## src/rtl/instruction_decode_stage.sv

```systemverilog
// instruction_decode_stage
//
// Decode stage for the accumulator CPU. It takes the instruction byte stream
// from fetch, turns each opcode into a one-hot control word and collects the
// little-endian address operand for memory and jump opcodes. It then hands
// exactly one registered packet per instruction to the control unit.
//
// Ports
//   clk          in   1        clock, all state on rising edge
//   rst_n        in   1        asynchronous active-low reset
//   flush        in   1        discard partial/pending instruction (taken jump)
//   in_valid     in   1        fetch byte valid
//   in_ready     out  1        stage can accept a byte this cycle
//   in_byte      in   OPW      opcode or operand byte
//   out_valid    out  1        decoded packet valid
//   out_ready    in   1        control unit accepts packet
//   out_decoded  out  NUM_OPS  one-hot instruction (bit0 NOP ... bit15 NOT)
//   out_operand  out  ADDRW    assembled operand, 0 for operand-less opcodes
//   out_illegal  out  1        opcode had bits set above OP_BITS, issued as NOP

module instruction_decode_stage #(
    parameter int OPW     = 8,
    parameter int OP_BITS = 4,
    parameter int ADDRW   = 16,
    parameter int NUM_OPS = 2 ** OP_BITS,
    parameter logic [NUM_OPS-1:0] OPERAND_MASK = 16'h00E6
) (
    input  logic               clk,
    input  logic               rst_n,
    input  logic               flush,
    input  logic               in_valid,
    output logic               in_ready,
    input  logic [OPW-1:0]     in_byte,
    output logic               out_valid,
    input  logic               out_ready,
    output logic [NUM_OPS-1:0] out_decoded,
    output logic [ADDRW-1:0]   out_operand,
    output logic               out_illegal
);

    localparam int NOPB = ADDRW / OPW;
    localparam int CNTW = $clog2(NOPB) + 1;
    localparam logic [NUM_OPS-1:0] NOP_ONEHOT = {{(NUM_OPS-1){1'b0}}, 1'b1};

    typedef enum logic [1:0] {
        S_OPC = 2'd0,
        S_OPR = 2'd1,
        S_ISS = 2'd2
    } state_t;

    state_t              state_q, state_d;
    logic [CNTW-1:0]     count_q, count_d;
    logic [NUM_OPS-1:0]  decoded_q, decoded_d;
    logic [ADDRW-1:0]    operand_q, operand_d;
    logic                illegal_q, illegal_d;

    logic                in_accept;
    logic                opc_legal;
    logic [OP_BITS-1:0]  opc_idx;

    assign opc_idx   = in_byte[OP_BITS-1:0];
    assign opc_legal = (in_byte[OPW-1:OP_BITS] == '0);

    // The issue cycle never accepts a byte, and flush blocks acceptance so a
    // byte presented alongside a flush is simply dropped.
    assign in_ready  = (state_q != S_ISS) && !flush;
    assign in_accept = in_valid && in_ready;

    assign out_valid   = (state_q == S_ISS);
    assign out_decoded = decoded_q;
    assign out_operand = operand_q;
    assign out_illegal = illegal_q;

    always_comb begin
        state_d   = state_q;
        count_d   = count_q;
        decoded_d = decoded_q;
        operand_d = operand_q;
        illegal_d = illegal_q;

        case (state_q)
            S_OPC: begin
                if (in_accept) begin
                    operand_d = '0;
                    count_d   = '0;
                    illegal_d = !opc_legal;
                    decoded_d = opc_legal ? (NOP_ONEHOT << opc_idx) : NOP_ONEHOT;
                    // Illegal opcodes are issued as NOP, so they never take an operand.
                    if (opc_legal && OPERAND_MASK[opc_idx]) begin
                        state_d = S_OPR;
                    end else begin
                        state_d = S_ISS;
                    end
                end
            end
            S_OPR: begin
                if (in_accept) begin
                    // Little-endian: byte slot selected by how many bytes arrived so far.
                    for (int b = 0; b < NOPB; b++) begin
                        if (count_q == CNTW'(b)) begin
                            operand_d[b*OPW +: OPW] = in_byte;
                        end
                    end
                    count_d = count_q + CNTW'(1);
                    if (count_q == CNTW'(NOPB - 1)) begin
                        state_d = S_ISS;
                    end
                end
            end
            S_ISS: begin
                if (out_ready) begin
                    state_d = S_OPC;
                end
            end
            default: begin
                state_d = S_OPC;
            end
        endcase

        // Flush wins over any handshake in the same cycle.
        if (flush) begin
            state_d = S_OPC;
            count_d = '0;
        end
    end

    always_ff @(posedge clk or negedge rst_n) begin
        if (!rst_n) begin
            state_q   <= S_OPC;
            count_q   <= '0;
            decoded_q <= NOP_ONEHOT;
            operand_q <= '0;
            illegal_q <= 1'b0;
        end else begin
            state_q   <= state_d;
            count_q   <= count_d;
            decoded_q <= decoded_d;
            operand_q <= operand_d;
            illegal_q <= illegal_d;
        end
    end

endmodule

```

## config.mk

```make
export PLATFORM = sky130hd
export DESIGN_NAME = instruction_decode_stage
export DESIGN_NICKNAME = d
export VERILOG_FILES = /design/src/rtl/instruction_decode_stage.sv
export SDC_FILE = /design/constraint.sdc
export NUM_CORES = 1
export LEC_CHECK = 0
export BUFFER_PORTS_ARGS = -buffer_cell sky130_fd_sc_hd__buf_2
export CAP_MARGIN = 20
export CORE_MARGIN = 2
export CORE_UTILIZATION = 51
export CTS_BUF_LIST = sky130_fd_sc_hd__clkbuf_16
export DETAILED_ROUTE_END_ITERATION = 6
export HOLD_SLACK_MARGIN = 0.03
export MAX_ROUTING_LAYER = met4
export PLACE_DENSITY = 0.79
export RECOVER_POWER = 50
export SLEW_MARGIN = 10
export SYNTH_ARGS = -nofsm -noshare
export SYNTH_HDL_FRONTEND = slang
export SYNTH_SLANG_ARGS = --single-unit
```

## constraint.sdc

```tcl
create_clock -name clk -period 2.1 [get_ports clk]
set_clock_uncertainty 0.15 [all_clocks]
set_input_delay 0.105 -clock clk [delete_from_list [all_inputs] [get_ports clk]]
set_output_delay 0.105 -clock clk [all_outputs]
set_load 0.01 [all_outputs]
```

# Word-level counts from Yosys, hierarchy flattened
# Memories as Yosys holds them, arrays and structs flattened.
# Cells that the tools add are included.
[word_totals]
register_bits = 37
mem_bits_ro = 16
out_inout_bits = 35
word_cells = 55
memories = 1
[memory_table]
columns = ["memory", "words", "width", "read_ports", "rd_clocked_by_memory_dff", "write_ports", "line_no", "source"]
rows = [
  ["(name not given)", 16, 1, 1, 0, 0, "89", "if (opc_legal && OPERAND_MASK[opc_idx]) begin"],
]
[op_classes]
n_addsub = 1
magnitude_cmp = 1
n_eq_ne = 12
shifts = 1
mux = 18
reduce_logical = 15
[op_table]
columns = ["op", "n"]
rows = [
  ["2-to-1 mux 16 bit", 3],
  ["one-hot mux 16 bit (2 select lines)", 1],
  ["2-to-1 mux 2 bit", 9],
  ["2-to-1 mux 8 bit", 2],
  ["left shift 1 x 4 -> 16 bit (first input constant)", 1],
  ["AND reduction 4 bit", 3],
  ["inequality test 2 bit (second input constant)", 5],
  ["inequality test 3 bit (second input constant)", 3],
  ["one-hot mux 2 bit (3 select lines)", 1],
  ["< comparator 4 x 5 -> 1 bit (second input constant)", 1],
  ["equality test 2 x 1 -> 1 bit (second input constant)", 2],
  ["zero test 2 bit", 2],
  ["zero test 4 bit", 1],
  ["one-hot mux 2 bit (2 select lines)", 1],
  ["logical AND 1 bit", 3],
  ["inequality test 3 x 2 -> 1 bit (second input constant)", 1],
  ["AND reduction 3 bit", 1],
  ["nonzero test 3 bit", 1],
  ["adder 2 x 1 -> 2 bit (second input constant)", 1],
  ["equality test 2 bit (second input constant)", 1],
  ["zero test 1 bit", 2],
  ["AND reduction 2 bit", 1],
  ["nonzero test 2 bit", 1],
  ["2-to-1 mux 1 bit", 1],
]

# Longest topological paths before layout
[logic_depth]
depth_word = 7
depth_mapped = 5
mapped_depth_nobuf = 5

# Least setup slack after synthesis
# OpenSTA, ideal clock, no wires.
[synth_path]
kind = "register -> register"
startpoint = "register state_q[0]"
endpoint = "register decoded_q[6], in the netlist out_decoded[6]"
setup_time_ns = 0.095
arrival_time_ns = 1.338
required_time_ns = 1.855
path_slack_ns = 0.516
stages_incl_launch_ff = 4
synth_period_minus_slack_ns = 1.584
path_cell_list = "dfrtp_1 > or4b_4 > buf_6 > o31ai_1"
[synth_between]
elab_chain_cells = 4
[synth_rtl]
columns = ["element", "line_no", "source"]
rows = [
  ["from (decl)", "51", "state_t state_q, state_d;"],
  ["from (signal assigned)", "135", "state_q <= state_d;"],
  ["inequality test 2 bit", "66", "assign in_ready = (state_q != S_ISS) && !flush;"],
  ["logical AND 1 bit", "66", ""],
  ["logical AND 1 bit", "67", "assign in_accept = in_valid && in_ready;"],
  ["AND reduction 2 bit (no source line) (*)", "--", ""],
  ["to (signal assigned)", "137", "decoded_q <= decoded_d;"],
  ["to (decl)", "53", "logic [NUM_OPS-1:0] decoded_q, decoded_d;"],
]
# Every way passes the cells marked *; elsewhere a longest branch is shown, timed or not.
# A chain may end at the register's enable or synchronous reset.

# Final worst setup path
[layout_path]
startpoint = "register state_q[0]"
endpoint = "register operand_q[11], in the netlist out_operand[11]"
[layout_between]
elab_chain_cells = 5
[layout_rtl]
columns = ["element", "line_no", "source"]
rows = [
  ["inequality test 2 bit", "66", ""],
  ["logical AND 1 bit", "66", ""],
  ["logical AND 1 bit", "67", ""],
  ["inequality test 2 bit (no source line)", "--", ""],
  ["AND reduction 4 bit (no source line)", "--", ""],
  ["to (signal assigned)", "138", "operand_q <= operand_d;"],
  ["to (decl)", "54", "logic [ADDRW-1:0] operand_q, operand_d;"],
]
# Parallel ways exist; a longest one is shown, timed or not.

==> impl_summary.txt <==
----------------------------------------------------
[CTS]
  Clk root buf ... clkbuf_16
  CTS Sinks ... 37
  Clock latency of the later-clocked register in the worst-skew pair ... 270 ps
  CTS tree ... yes
  Total clock buffers created by CTS ... 5
  Clock-pin slew on the worst setup and hold paths ... 50 ps
  CTS Buffer Depth ... 2
  Post-cts gate resize count ... 0
  Level count of the clock H-tree ... 2
  Number of post-CTS setup repair buffers ... 0

[GRT]
  Tot GR Track Use ... 0.226
  Number of antenna violations at the first check in global routing ... 0
  Wire length of the first global-routing pass ... 5.84 mm
  Number of global-route vias before repair ... 1,308
  Largest net degree at the start of global routing ... 38
  Total congestion overflow after global routing ... 0

[Floorplanning]
  Initial standard-cell utilization of the core ... 0.546
  Die area ... 0.00380 mm^2
  Die outline height ... 61.7 um
  Core outline area ... 0.00310 mm^2
  IO Count ... 48
  X dimension of the die ... 61.7 um
  Core Rows ... 20

[Yosys]
  Unique cell type count in the Yosys netlist ... 32
  Share of async-settable or async-resettable flops after synthesis ... 1.00
  Post-synth top flop ... dfrtp_1
  Syn. warnings ... 0
  Sequential element share of the synthesized area ... 0.547
  Synth Net Count ... 169
  Post-synth EDFFs ... 0
  Flip-flop and latch count after synthesis ... 37
  Cell area after synthesis ... 0.00170 mm^2
  Synth Area per Inst ... 11.3 um^2
  Post-synthesis cell count ... 150

[Critical path]
  Register-to-register setup slack ... 300 ps
  Largest incremental delay on the critical path ... 510 ps
  Data required time at the worst endpoint ... 2110 ps
  Peak fanout along the critical path ... 9
  Crit path buffers/inverters ... 1
  Element type at the critical path end ... flop
  Critical path, cell by cell ... inv_1 > o21ai_2 > mux2_2
  Critical setup path kind ... flop to flop
  Worst R2R Start ... state_q[0]
  Endpoint of the worst register-to-register path ... out_operand[11]
  Arrival time worst endpoint ... 1810 ps
  Nature of the critical path startpoint ... flop
  Slowest CP cell ... dfrtp_1
  Family of cells with the greatest summed delay on the critical path ... flip-flops
  Worst reg2reg path depth ... 3

[STA]
  Endpoints failing setup ... 0
  Clock period minus final worst setup slack ... 1800 ps
  Setup TNS ... 0 ps
  Final hold violation count ... 0
  Post-route clock period utilization ... 0.857
  Max-slew violation total from the final report ... 0
  Maximum clock rate ... 555 MHz
  Slew HR ... 0.401
  PnR worst setup slack ... 300 ps
  Unrepaired setup endpoints after global routing ... false
  Pin slew with the least headroom to its limit ... 898 ps

[Power and ir drop]
  Peak supply drop ... 0.451 mV
  Relative contribution of sequential cells to total power ... 0.471
  Leakage power of the design ... 0.990 nW
  Fraction of power spent switching nets ... 0.225
  Cell internal power dissipation ... 1.20 mW
  Part of the total power dissipated in combinational logic ... 0.081
  Net load switching power ... 0.349 mW
  Proportion of power drawn by the clock network ... 0.448
  Power per cell area ... 730 mW/mm^2

[Hold path]
  Class of the most critical hold timing path ... primary input to flop
  Count of cells along the worst hold path ... 3
  Start point of the worst min-delay path ... in_byte[5]
  Hold path endpoint ... out_operand[5]

[Status]
  Outcome ... finished, final reports clean

[Detailed routing]
  Via/cell ratio ... 5.24
  Initial DRC Count ... 56
  Drt drc ... 0
  Iteration count of the initial detailed-routing pass ... 4
  Final ANT Viol Nets ... 0
  Avg WL per Cell ... 14.3 um
  Total via count after detailed routing ... 1,321
  Final wirelength ... 3.60 mm

[Layout]
  FILL cells ... 285
  NumNets Final ... 226
  Share of cells above drive strength 1 ... 0.216
  Inserted Diodes ... 0
  Area overhead of the layout relative to synthesis ... 25.2%
  Fin util ... 0.684

[Placed design]
  HPWL after detailed placement ... 2.51 mm
  Setup slack at placement ... 321 ps
  Port Buffer Count ... 47
  GP Congestion ... 0.833

[Flow run]
  Number of max-cap violations ... 0

----------------------------------------------------
## layout make-up
cell class              instances  area (um^2)  area share
clock inverters                 3         13.8     0.00648
well taps                      44         55.1      0.0259
clock buffers                   5          125      0.0589
repair buffers                 54          259       0.122
multi-input cells             103          721       0.339
inverters                       6         22.5      0.0106
flip-flops and latches         37          927       0.437
## cell usage after synthesis, drive strengths merged, types with 3 or more instances
cell   count  area (um^2)
nor2       5         18.8
dfrtp     36          901
mux2      16          180
o21ai     16         87.6
buf        3         21.3
inv        6         22.5
ha         6         75.1
o31ai      3         22.5
nand2     27          101
and2       6         37.5
a21oi      3         15.0
## registers in the layout, indices dropped and copies added, names as in the netlist
name         cells
out_illegal      1
out_decoded     16
out_operand     16
count_q          2
state_q          2
## worst min-delay path: stages
cell and delay (ps):
buf_2 90, and2_1 130, mux2_2 140
## cell families after synthesis
logic type,count (synthesis),share of synthesized area
and+or+nand+nor,55,0.182
DFF,37,0.547
AOI/OAI and AO/OA,26,0.0923
muxes,16,0.106
buffers and inverters,10,0.0280
adders and majority gates,6,0.0443
## metal layers
layer	part of all wire	global-route usage
met1	0.44	0.268
met3	0.056	0.0567
met5	0	-
met4	0.0092	0.0973
met2	0.50	0.362
## layout by cell type, fill, tap and decap left out, types with 3 or more instances in the layout
cell type      Yosys  routed
dfrtp_1           36      36
buf_2              2      13
nor2_1             5       5
clkbuf_1           1      33
clkbuf_16          0       5
inv_1              6       7
a21oi_1            3       3
and2_1             6       6
ha_1               6       6
o31ai_1            3       3
nand2_1           27      27
o21ai_0           14      14
mux2_2            15      15
dlygate4sd3_1      0       5
## timing repair
item | CTS | global route
hold endpoints to repair | 40 | 0
setup endpoints to repair | 0 | 0
hold buffers | 5 | 0
## power groups by stage
stage               logic (mW)  registers [mW]  clock network [mW]
global route             0.142           0.731               0.736
CTS                      0.129           0.729               0.714
global placement         0.120           0.741                   0
detailed placement       0.123           0.742                   0
finish                   0.126           0.730               0.695
floorplan               0.0644           0.745                   0
## per-stage QoR
stage	power (mW)	instance area, um^2	std cells	hold WS, ps
final	1.55	2120	252	68.4
after CTS	1.57	2160	252	63.6
after global placement	0.860	1980	239	81.7
after global routing	1.61	2120	252	81.7
after detailed placement	0.864	1980	239	88.3
after floorplan	0.809	1700	150	-341
## worst max path at each step
stage / start / end / slack [ps] / depth (start not counted)
after floorplan: state_q[0] / out_decoded[6] / 520 / 3
after global placement: state_q[0] / state_q[0] / 390 / 2
after detailed placement: state_q[0] / out_operand[11] / 320 / 3
after CTS: state_q[0] / out_operand[11] / 300 / 3
after global routing: state_q[0] / out_operand[11] / 190 / 3
final: state_q[0] / out_operand[11] / 300 / 3
No activity file was read; power rests on OpenSTA's default activity.
